## src/rtl/pdp6_iob_pkg.sv

```systemverilog
// Shared IO-bus definitions for PDP-6 style device responders.
// Holds device codes, CONI bit positions, PI assignment width and the
// transmitter state encoding used by the console teletype.
package pdp6_iob_pkg;

    localparam logic [6:0] DEV_TTY = 7'o120;

    localparam int PIA_W = 3;

    localparam int CONI_TTI_FLAG = 30;
    localparam int CONI_TTO_BUSY = 31;
    localparam int CONI_TTO_FLAG = 32;
    localparam int CONI_PIA_MSB  = 33;
    localparam int CONI_PIA_LSB  = 35;

    localparam int DATA_MSB = 28;
    localparam int DATA_LSB = 35;

    typedef enum logic [1:0] {
        TX_IDLE  = 2'd0,
        TX_SEND  = 2'd1,
        TX_DELAY = 2'd2
    } txState_e;

endpackage

```

## src/rtl/tty_if.sv

```systemverilog
// IO-bus bundle between the processor (master) and a device responder (slave).
// Bit numbering follows the PDP-6 convention: bit 0 is the MSB, bit 35 the LSB.
interface tty_if;

    logic        iob_poweron;
    logic        iob_reset;
    logic        datao_clear;
    logic        datao_set;
    logic        cono_clear;
    logic        cono_set;
    logic        iob_fm_datai;
    logic        iob_fm_status;
    logic [3:9]  ios;
    logic [0:35] iob_in;
    logic [0:35] iob_out;
    logic [1:7]  pi_req;

    modport master (
        output iob_poweron, iob_reset, datao_clear, datao_set,
               cono_clear, cono_set, iob_fm_datai, iob_fm_status, ios, iob_in,
        input  iob_out, pi_req
    );

    modport slave (
        input  iob_poweron, iob_reset, datao_clear, datao_set,
               cono_clear, cono_set, iob_fm_datai, iob_fm_status, ios, iob_in,
        output iob_out, pi_req
    );

endinterface

```

## src/rtl/tty_xmit.sv

```systemverilog
// Teletype transmitter: presents one latched character on a valid/ready port
// and reports completion. With TTY_CHAR_DELAY_EN defined, a line-speed pacing
// delay of CHAR_DELAY clocks follows each accepted character.
module tty_xmit
    import pdp6_iob_pkg::*;
#(
    parameter logic [15:0] CHAR_DELAY = 16'd1000
) (
    input  logic       clk,
    input  logic       reset,
    input  logic       start_i,
    input  logic [7:0] data_i,
    input  logic       tx_ready_i,
    output logic       tx_valid_o,
    output logic [7:0] tx_data_o,
    output logic       done_o
);

    txState_e   state_q, state_d;
    logic [7:0] txData_q;
    logic       cntDone;

`ifdef TTY_CHAR_DELAY_EN
    logic [15:0] cnt_q;

    // Pacing counter runs only while in DELAY and restarts from zero each time
    always_ff @(posedge clk) begin
        if (reset) begin
            cnt_q <= 16'd0;
        end else if (state_q == TX_DELAY) begin
            cnt_q <= cnt_q + 16'd1;
        end else begin
            cnt_q <= 16'd0;
        end
    end

    assign cntDone = ({1'b0, cnt_q} + 17'd1) >= {1'b0, CHAR_DELAY};
`else
    localparam logic unusedCharDelay = |CHAR_DELAY;
    assign cntDone = 1'b0;
`endif

    // State register and character latch; the character is captured only when a send starts
    always_ff @(posedge clk) begin
        if (reset) begin
            state_q  <= TX_IDLE;
            txData_q <= 8'd0;
        end else begin
            state_q <= state_d;
            if (state_q == TX_IDLE && start_i) begin
                txData_q <= data_i;
            end
        end
    end

    // Next-state: a start is ignored unless idle; the host handshake ends SEND
    always_comb begin
        state_d = state_q;
        case (state_q)
            TX_IDLE: begin
                if (start_i) state_d = TX_SEND;
            end
            TX_SEND: begin
`ifdef TTY_CHAR_DELAY_EN
                if (tx_ready_i) state_d = TX_DELAY;
`else
                if (tx_ready_i) state_d = TX_IDLE;
`endif
            end
            TX_DELAY: begin
                if (cntDone) state_d = TX_IDLE;
            end
            default: state_d = TX_IDLE;
        endcase
    end

    // Outputs: valid throughout SEND, done on the cycle that returns to IDLE
    always_comb begin
        tx_valid_o = 1'b0;
        done_o     = 1'b0;
        case (state_q)
            TX_SEND: begin
                tx_valid_o = 1'b1;
`ifndef TTY_CHAR_DELAY_EN
                done_o = tx_ready_i;
`endif
            end
            TX_DELAY: done_o = cntDone;
            default: ;
        endcase
    end

    assign tx_data_o = txData_q;

endmodule

```

## src/rtl/tty.sv

```systemverilog
// Console teletype IO-bus responder: CONO/CONI/DATAO/DATAI decode for one
// device code, receiver buffer, and PI request generation. The transmitter
// lives in tty_xmit. Optional line pacing is enabled with TTY_CHAR_DELAY_EN.
module tty
    import pdp6_iob_pkg::*;
#(
    parameter logic [6:0]  DEVCODE    = DEV_TTY,
    parameter logic [15:0] CHAR_DELAY = 16'd1000
) (
    input  logic       clk,
    input  logic       reset,
    tty_if.slave       iobus,
    output logic [7:0] tx_data,
    output logic       tx_valid,
    input  logic       tx_ready,
    input  logic [7:0] rx_data,
    input  logic       rx_valid,
    output logic       rx_ready
);

    logic             sel, clrAll, dataiLvl, dataiEdge, rxAccept, xmitDone, xmitStart;
    logic [PIA_W-1:0] pia_q, pia_d;
    logic             ttoFlag_q, ttoFlag_d, ttoBusy_q, ttoBusy_d, ttiFlag_q, ttiFlag_d;
    logic [7:0]       ttoBuf_q, ttoBuf_d, ttiBuf_q, ttiBuf_d;
    logic             dataiLvl_q;
    logic [0:35]      iobOut;
    logic [1:7]       piReq;
    logic             unusedIobIn;

    assign unusedIobIn = ^iobus.iob_in[0:27];

    assign sel       = (iobus.ios == DEVCODE);
    assign clrAll    = reset | iobus.iob_reset | ~iobus.iob_poweron;
    assign dataiLvl  = iobus.iob_fm_datai & sel;
    assign dataiEdge = dataiLvl & ~dataiLvl_q;
    assign rx_ready  = ~ttiFlag_q;
    assign rxAccept  = rx_valid & rx_ready;
    assign xmitStart = sel & iobus.datao_set;

    tty_xmit #(.CHAR_DELAY(CHAR_DELAY)) u_xmit (
        .clk        (clk),
        .reset      (clrAll),
        .start_i    (xmitStart),
        .data_i     (ttoBuf_d),
        .tx_ready_i (tx_ready),
        .tx_valid_o (tx_valid),
        .tx_data_o  (tx_data),
        .done_o     (xmitDone)
    );

    // Register updates: clear pulses before set pulses, transmitter completion last
    always_comb begin
        pia_d     = pia_q;
        ttoFlag_d = ttoFlag_q;
        ttoBusy_d = ttoBusy_q;
        ttiFlag_d = ttiFlag_q;
        ttoBuf_d  = ttoBuf_q;
        ttiBuf_d  = ttiBuf_q;
        if (sel && iobus.cono_clear) begin
            pia_d     = '0;
            ttoFlag_d = 1'b0;
            ttiFlag_d = 1'b0;
        end
        if (sel && iobus.cono_set) begin
            pia_d     = pia_d | iobus.iob_in[CONI_PIA_MSB:CONI_PIA_LSB];
            ttoFlag_d = ttoFlag_d | iobus.iob_in[CONI_TTO_FLAG];
            ttiFlag_d = ttiFlag_d | iobus.iob_in[CONI_TTI_FLAG];
        end
        if (sel && iobus.datao_clear) begin
            ttoBuf_d = 8'd0;
        end
        if (sel && iobus.datao_set) begin
            ttoBuf_d  = ttoBuf_d | iobus.iob_in[DATA_MSB:DATA_LSB];
            ttoBusy_d = 1'b1;
            ttoFlag_d = 1'b0;
        end
        if (xmitDone) begin
            ttoBusy_d = 1'b0;
            ttoFlag_d = 1'b1;
        end
        if (dataiEdge) begin
            ttiFlag_d = 1'b0;
        end
        if (rxAccept) begin
            ttiFlag_d = 1'b1;
            ttiBuf_d  = rx_data;
        end
    end

    // Device registers; any of the three reset sources clears everything
    always_ff @(posedge clk) begin
        if (clrAll) begin
            pia_q      <= '0;
            ttoFlag_q  <= 1'b0;
            ttoBusy_q  <= 1'b0;
            ttiFlag_q  <= 1'b0;
            ttoBuf_q   <= 8'd0;
            ttiBuf_q   <= 8'd0;
            dataiLvl_q <= 1'b0;
        end else begin
            pia_q      <= pia_d;
            ttoFlag_q  <= ttoFlag_d;
            ttoBusy_q  <= ttoBusy_d;
            ttiFlag_q  <= ttiFlag_d;
            ttoBuf_q   <= ttoBuf_d;
            ttiBuf_q   <= ttiBuf_d;
            dataiLvl_q <= dataiLvl;
        end
    end

    // Read-back mux: status and data words, zero unless selected and reading
    always_comb begin
        iobOut = '0;
        if (sel && iobus.iob_fm_status) begin
            iobOut[CONI_TTI_FLAG]              = ttiFlag_q;
            iobOut[CONI_TTO_BUSY]              = ttoBusy_q;
            iobOut[CONI_TTO_FLAG]              = ttoFlag_q;
            iobOut[CONI_PIA_MSB:CONI_PIA_LSB]  = pia_q;
        end
        if (sel && iobus.iob_fm_datai) begin
            iobOut[DATA_MSB:DATA_LSB] = iobOut[DATA_MSB:DATA_LSB] | ttiBuf_q;
        end
    end

    // One-hot PI request on the assigned channel while either flag is up
    always_comb begin
        piReq = '0;
        for (int i = 1; i <= 7; i++) begin
            if (pia_q == 3'(i)) begin
                piReq[i] = ttiFlag_q | ttoFlag_q;
            end
        end
    end

    assign iobus.iob_out = iobOut;
    assign iobus.pi_req  = piReq;

endmodule
```

## src/flat_wrapper.sv

```systemverilog
// flat-port wrapper written by rule: the top's interface ports become plain ports
module tty_flat import pdp6_iob_pkg::*;
#(
    parameter logic [6:0]  DEVCODE    = DEV_TTY,
    parameter logic [15:0] CHAR_DELAY = 16'd1000
)
  (clk, reset, tx_data, tx_valid, tx_ready, rx_data, rx_valid, rx_ready, iobus_iob_poweron, iobus_iob_reset, iobus_datao_clear, iobus_datao_set, iobus_cono_clear, iobus_cono_set, iobus_iob_fm_datai, iobus_iob_fm_status, iobus_ios, iobus_iob_in, iobus_iob_out, iobus_pi_req);
  tty_if iobus_i ();
  input  logic clk;
  input  logic reset;
  output logic [7:0] tx_data;
  output logic tx_valid;
  input  logic tx_ready;
  input  logic [7:0] rx_data;
  input  logic rx_valid;
  output logic rx_ready;
  input wire logic [$bits(iobus_i.iob_poweron)-1:0] iobus_iob_poweron;
  input wire logic [$bits(iobus_i.iob_reset)-1:0] iobus_iob_reset;
  input wire logic [$bits(iobus_i.datao_clear)-1:0] iobus_datao_clear;
  input wire logic [$bits(iobus_i.datao_set)-1:0] iobus_datao_set;
  input wire logic [$bits(iobus_i.cono_clear)-1:0] iobus_cono_clear;
  input wire logic [$bits(iobus_i.cono_set)-1:0] iobus_cono_set;
  input wire logic [$bits(iobus_i.iob_fm_datai)-1:0] iobus_iob_fm_datai;
  input wire logic [$bits(iobus_i.iob_fm_status)-1:0] iobus_iob_fm_status;
  input wire logic [$bits(iobus_i.ios)-1:0] iobus_ios;
  input wire logic [$bits(iobus_i.iob_in)-1:0] iobus_iob_in;
  output wire logic [$bits(iobus_i.iob_out)-1:0] iobus_iob_out;
  output wire logic [$bits(iobus_i.pi_req)-1:0] iobus_pi_req;
  assign iobus_i.iob_poweron = iobus_iob_poweron;
  assign iobus_i.iob_reset = iobus_iob_reset;
  assign iobus_i.datao_clear = iobus_datao_clear;
  assign iobus_i.datao_set = iobus_datao_set;
  assign iobus_i.cono_clear = iobus_cono_clear;
  assign iobus_i.cono_set = iobus_cono_set;
  assign iobus_i.iob_fm_datai = iobus_iob_fm_datai;
  assign iobus_i.iob_fm_status = iobus_iob_fm_status;
  assign iobus_i.ios = iobus_ios;
  assign iobus_i.iob_in = iobus_iob_in;
  assign iobus_iob_out = iobus_i.iob_out;
  assign iobus_pi_req = iobus_i.pi_req;
  tty #(.DEVCODE(DEVCODE), .CHAR_DELAY(CHAR_DELAY)) u_core (.clk(clk), .reset(reset), .iobus(iobus_i), .tx_data(tx_data), .tx_valid(tx_valid), .tx_ready(tx_ready), .rx_data(rx_data), .rx_valid(rx_valid), .rx_ready(rx_ready));
endmodule
```

## config.mk

```make
export PLATFORM = sky130hd
export DESIGN_NAME = tty_flat
export DESIGN_NICKNAME = d
export VERILOG_FILES = /design/src/rtl/pdp6_iob_pkg.sv /design/src/rtl/tty_if.sv /design/src/rtl/tty_xmit.sv /design/src/rtl/tty.sv /design/src/flat_wrapper.sv
export SDC_FILE = /design/constraint.sdc
export NUM_CORES = 1
export LEC_CHECK = 0
export CAP_MARGIN = 30
export CORE_MARGIN = 3
export CORE_UTILIZATION = 35
export DETAILED_ROUTE_END_ITERATION = 8
export GPL_TIMING_DRIVEN = 0
export MAX_ROUTING_LAYER = met4
export PLACE_DENSITY_LB_ADDON = 0.15
export SKIP_LAST_GASP = 1
export SYNTH_ARGS = -nofsm -noshare
export SYNTH_HDL_FRONTEND = slang
export SYNTH_SLANG_ARGS = --single-unit
```

## constraint.sdc

```tcl
create_clock -name clk -period 2.2 [get_ports clk]
set_input_delay 0.55 -clock clk [delete_from_list [all_inputs] [get_ports clk]]
set_output_delay 0.55 -clock clk [all_outputs]
set_load 0.01 [all_outputs]
```

==> reports/results.ini <==
[setup_path]
cp-end-kind=primary output
crit_type=input port to primary output
crit_start=iobus_ios[0]
reg2regPathDepth=4
endpoint=iobus_iob_out[6]
crit_required_ns=1.65
worstPathArrival_ns=1.61
r2r_end=u_core.u_xmit.tx_data_o[4]
start_kind=input port
cp_max_fo=2
r2r_start=u_core.u_xmit.state_q[0]
r2r_slack_ns=0.78

[clock_tree]
cts_tree=done
cts.sinks=32
h-tree-depth=2
cts_buffer_depth=2
numCtsBuffers=5
clk_pin_slew_worst_paths_ns=0.06
cts_root_buffer=clkbuf_8
insertion_delay_ns=0.29

[placement]
placedCellCount=366
dp_slack_ns=-1.12
dp_hpwl_um=3740
gp_congestion=0.793
port_buffers=57

[grt]
grt_first_pass_wirelength_um=7810
grt_max_degree=11
grt_use_total_pct=16.9
grt-ovfl-total=0
antenna_found_initial=0
grt_pass1_vias=1619

[finish]
finalNonFillerCells=378
final_util_pct=55.7
regArea_um2=642
fin_nets=374
multiInputGateArea_um2=945
fillCellCount=478
drive_gt1_share_pct=23.5
synthToLayoutAreaGrowth_pct=50.1
diodes=0

[floorplan]
die_h_um=77.5
dieArea_um2=6000
start_util_pct=37.1
io_pins=116
rows=25
core_um2=4820
die_w_um=77.5

[route]
vias=1856
wire_per_inst_um=13.4
drc_errors=0
routed_via_density=4.91
drt_iter0_drc=117
wl_um=5060
firstDrtPassIters=4
antenna_left=0

[yosys]
synthFlopType=dfxtp_1
synth_warnings=0
seq_area_frac_synth_pct=35.9
async_reset_ff_share_pct=0
synthCells=215
ys_ff_latch=32
synth_area_um2=1790
synth_edf_count=0
synth_area_per_cell_um2=8.31
synth_cell_types=38

[sta]
maxSlewViolCount=0
slew_headroom_pct=64.9
finalHoldViolations=0
finalSetupViolations=0
fin_ws_ns=0.0424
clock_skew_ns=0.00355
max_freq_mhz=463
tightest_slew_ns=0.526
rsz0062_at_grt=no
period_needed_ns=2.16
fin_crit_sh_pct=98.1

[pwr]
finalPower_w=0.00129
leakagePower_nw=1.05
ir_drop_uv=334
power.density_nw_per_um2=481

[status]
status=completed

[min_path]
hold_path.class=flop to flop

[job]
drv_cap=0

worst min path at each step:
stage / startpoint / to / slack (ns) / cells after the start
6_report: u_core.ttiBuf_q[6] / u_core.ttiBuf_q[6] / 0.46 / 2
5_1_grt: u_core.ttiBuf_q[6] / u_core.ttiBuf_q[6] / 0.47 / 2
4_1_cts: u_core.ttiBuf_q[7] / u_core.ttiBuf_q[7] / 0.45 / 2
3_5_place_dp: u_core.ttiBuf_q[7] / u_core.ttiBuf_q[7] / 0.44 / 2
3_3_place_gp: u_core.ttiBuf_q[7] / u_core.ttiBuf_q[7] / 0.44 / 2
2_1_floorplan: u_core.ttiBuf_q[6] / u_core.ttiBuf_q[6] / 0.43 / 2
kinds of logic (layout without fill, tap and decap cells):
| logic type | count (synthesis) | count (layout) | share of synthesized area (%) |
|---|---|---|---|
| AO/OA/AOI/OAI | 62 | 62 | 25.5 |
| flip-flops | 32 | 32 | 35.9 |
| other | 1 | 28 | 0.210 |
| buffers and inverters | 56 | 125 | 18.9 |
| AND/OR/NAND/NOR | 64 | 64 | 19.5 |
Yosys cell counts, types with 4 or more instances:
| cell | n | share of area, % |
|---|---|---|
| dfxtp_1 | 32 | 36 |
| buf_4 | 28 | 12 |
| a21oi_1 | 19 | 5.3 |
| nand2_1 | 19 | 4.0 |
| nor2_1 | 15 | 3.2 |
| nand4_1 | 13 | 4.6 |
| clkbuf_1 | 10 | 2.1 |
| inv_1 | 10 | 2.1 |
| a311oi_1 | 8 | 3.9 |
| a41oi_1 | 8 | 3.9 |
| a22oi_1 | 6 | 2.5 |
| o21ai_0 | 6 | 1.7 |
| o31ai_1 | 4 | 1.7 |
critical path, stage by stage:
cell    delay (ns)
buf_8         0.09
or4_4         0.55
nor2_4        0.13
and3_4        0.18
buf_6         0.10
cells in the final DEF, fill, tap and decap left out, types with 2 or more instances in the layout:
master,instances
nand4_1,13
clkbuf_1,9
buf_2,8
nor2_1,14
a21oi_1,19
conb_1,28
clkbuf_8,7
o31ai_1,4
dfxtp_1,31
buf_6,5
inv_1,10
nor2b_1,2
nand2b_1,3
and3_4,2
dlygate4sd2_1,3
a41oi_1,8
a22oi_1,6
a41o_1,2
nand2_1,18
o31ai_2,3
a31oi_1,3
clkdlybuf4s50_1,42
o21ai_0,5
buf_4,36
buf_1,2
a311oi_1,8
timing repair:
action | CTS | global route
hold buffers | 0 | 0
buffers inserted | 7 | 1
gates resized for setup | 60 | 11
setup endpoints to repair | 12 | 2
hold endpoints to repair | 0 | 0
pin swaps | 6 | 2
state kept, by name, summed over array words and instances, names as in the netlist:
name                     count
u_core.dataiLvl_q            1
u_core.pia_q                 3
u_core.ttiFlag_q             1
u_core.ttoFlag_q             1
u_core.ttiBuf_q              8
u_core.u_xmit.state_q        1
u_core.ttoBuf_q              8
u_core.ttoBusy_q             1
u_core.u_xmit.tx_data_o      8
layer usage:
layer | vias up | wire length, um | GRT usage [%]
met5 | - | 0 | -
met4 | 0 | 70 | 5.52
met3 | 7 | 356 | 4.99
met2 | 61 | 2430 | 26.9
met1 | 868 | 2200 | 20.4
li1 | 920 | - | -
area by class of cell:
| class | count | area share (%) |
|---|---|---|
| clock buffer | 7 | 3.59 |
| inverter | 11 | 1.54 |
| tap | 67 | 3.13 |
| buffer | 42 | 10.4 |
| timing repair buffer | 65 | 22.2 |
| sequential | 32 | 23.9 |
| multi-input combinational | 154 | 35.2 |
stage by stage:
stage / hold WS (ns) / cell area [um2] / TNS [ns]
2_1_floorplan: 0.432 / 1890 / 0
3_3_place_gp: 0.440 / 2540 / -11.38
3_5_place_dp: 0.444 / 2540 / -12.22
4_1_cts: 0.452 / 2640 / 0
5_1_grt: 0.473 / 2680 / 0
6_report: 0.457 / 2680 / 0
power by group:
group / total, W / internal [W] / switching (W)
registers: 0.000585 / 0.000583 / 0.00000266
logic: 0.000208 / 0.000106 / 0.000102
clock network: 0.000496 / 0.000278 / 0.000218
(Power assumes the default switching activity.)
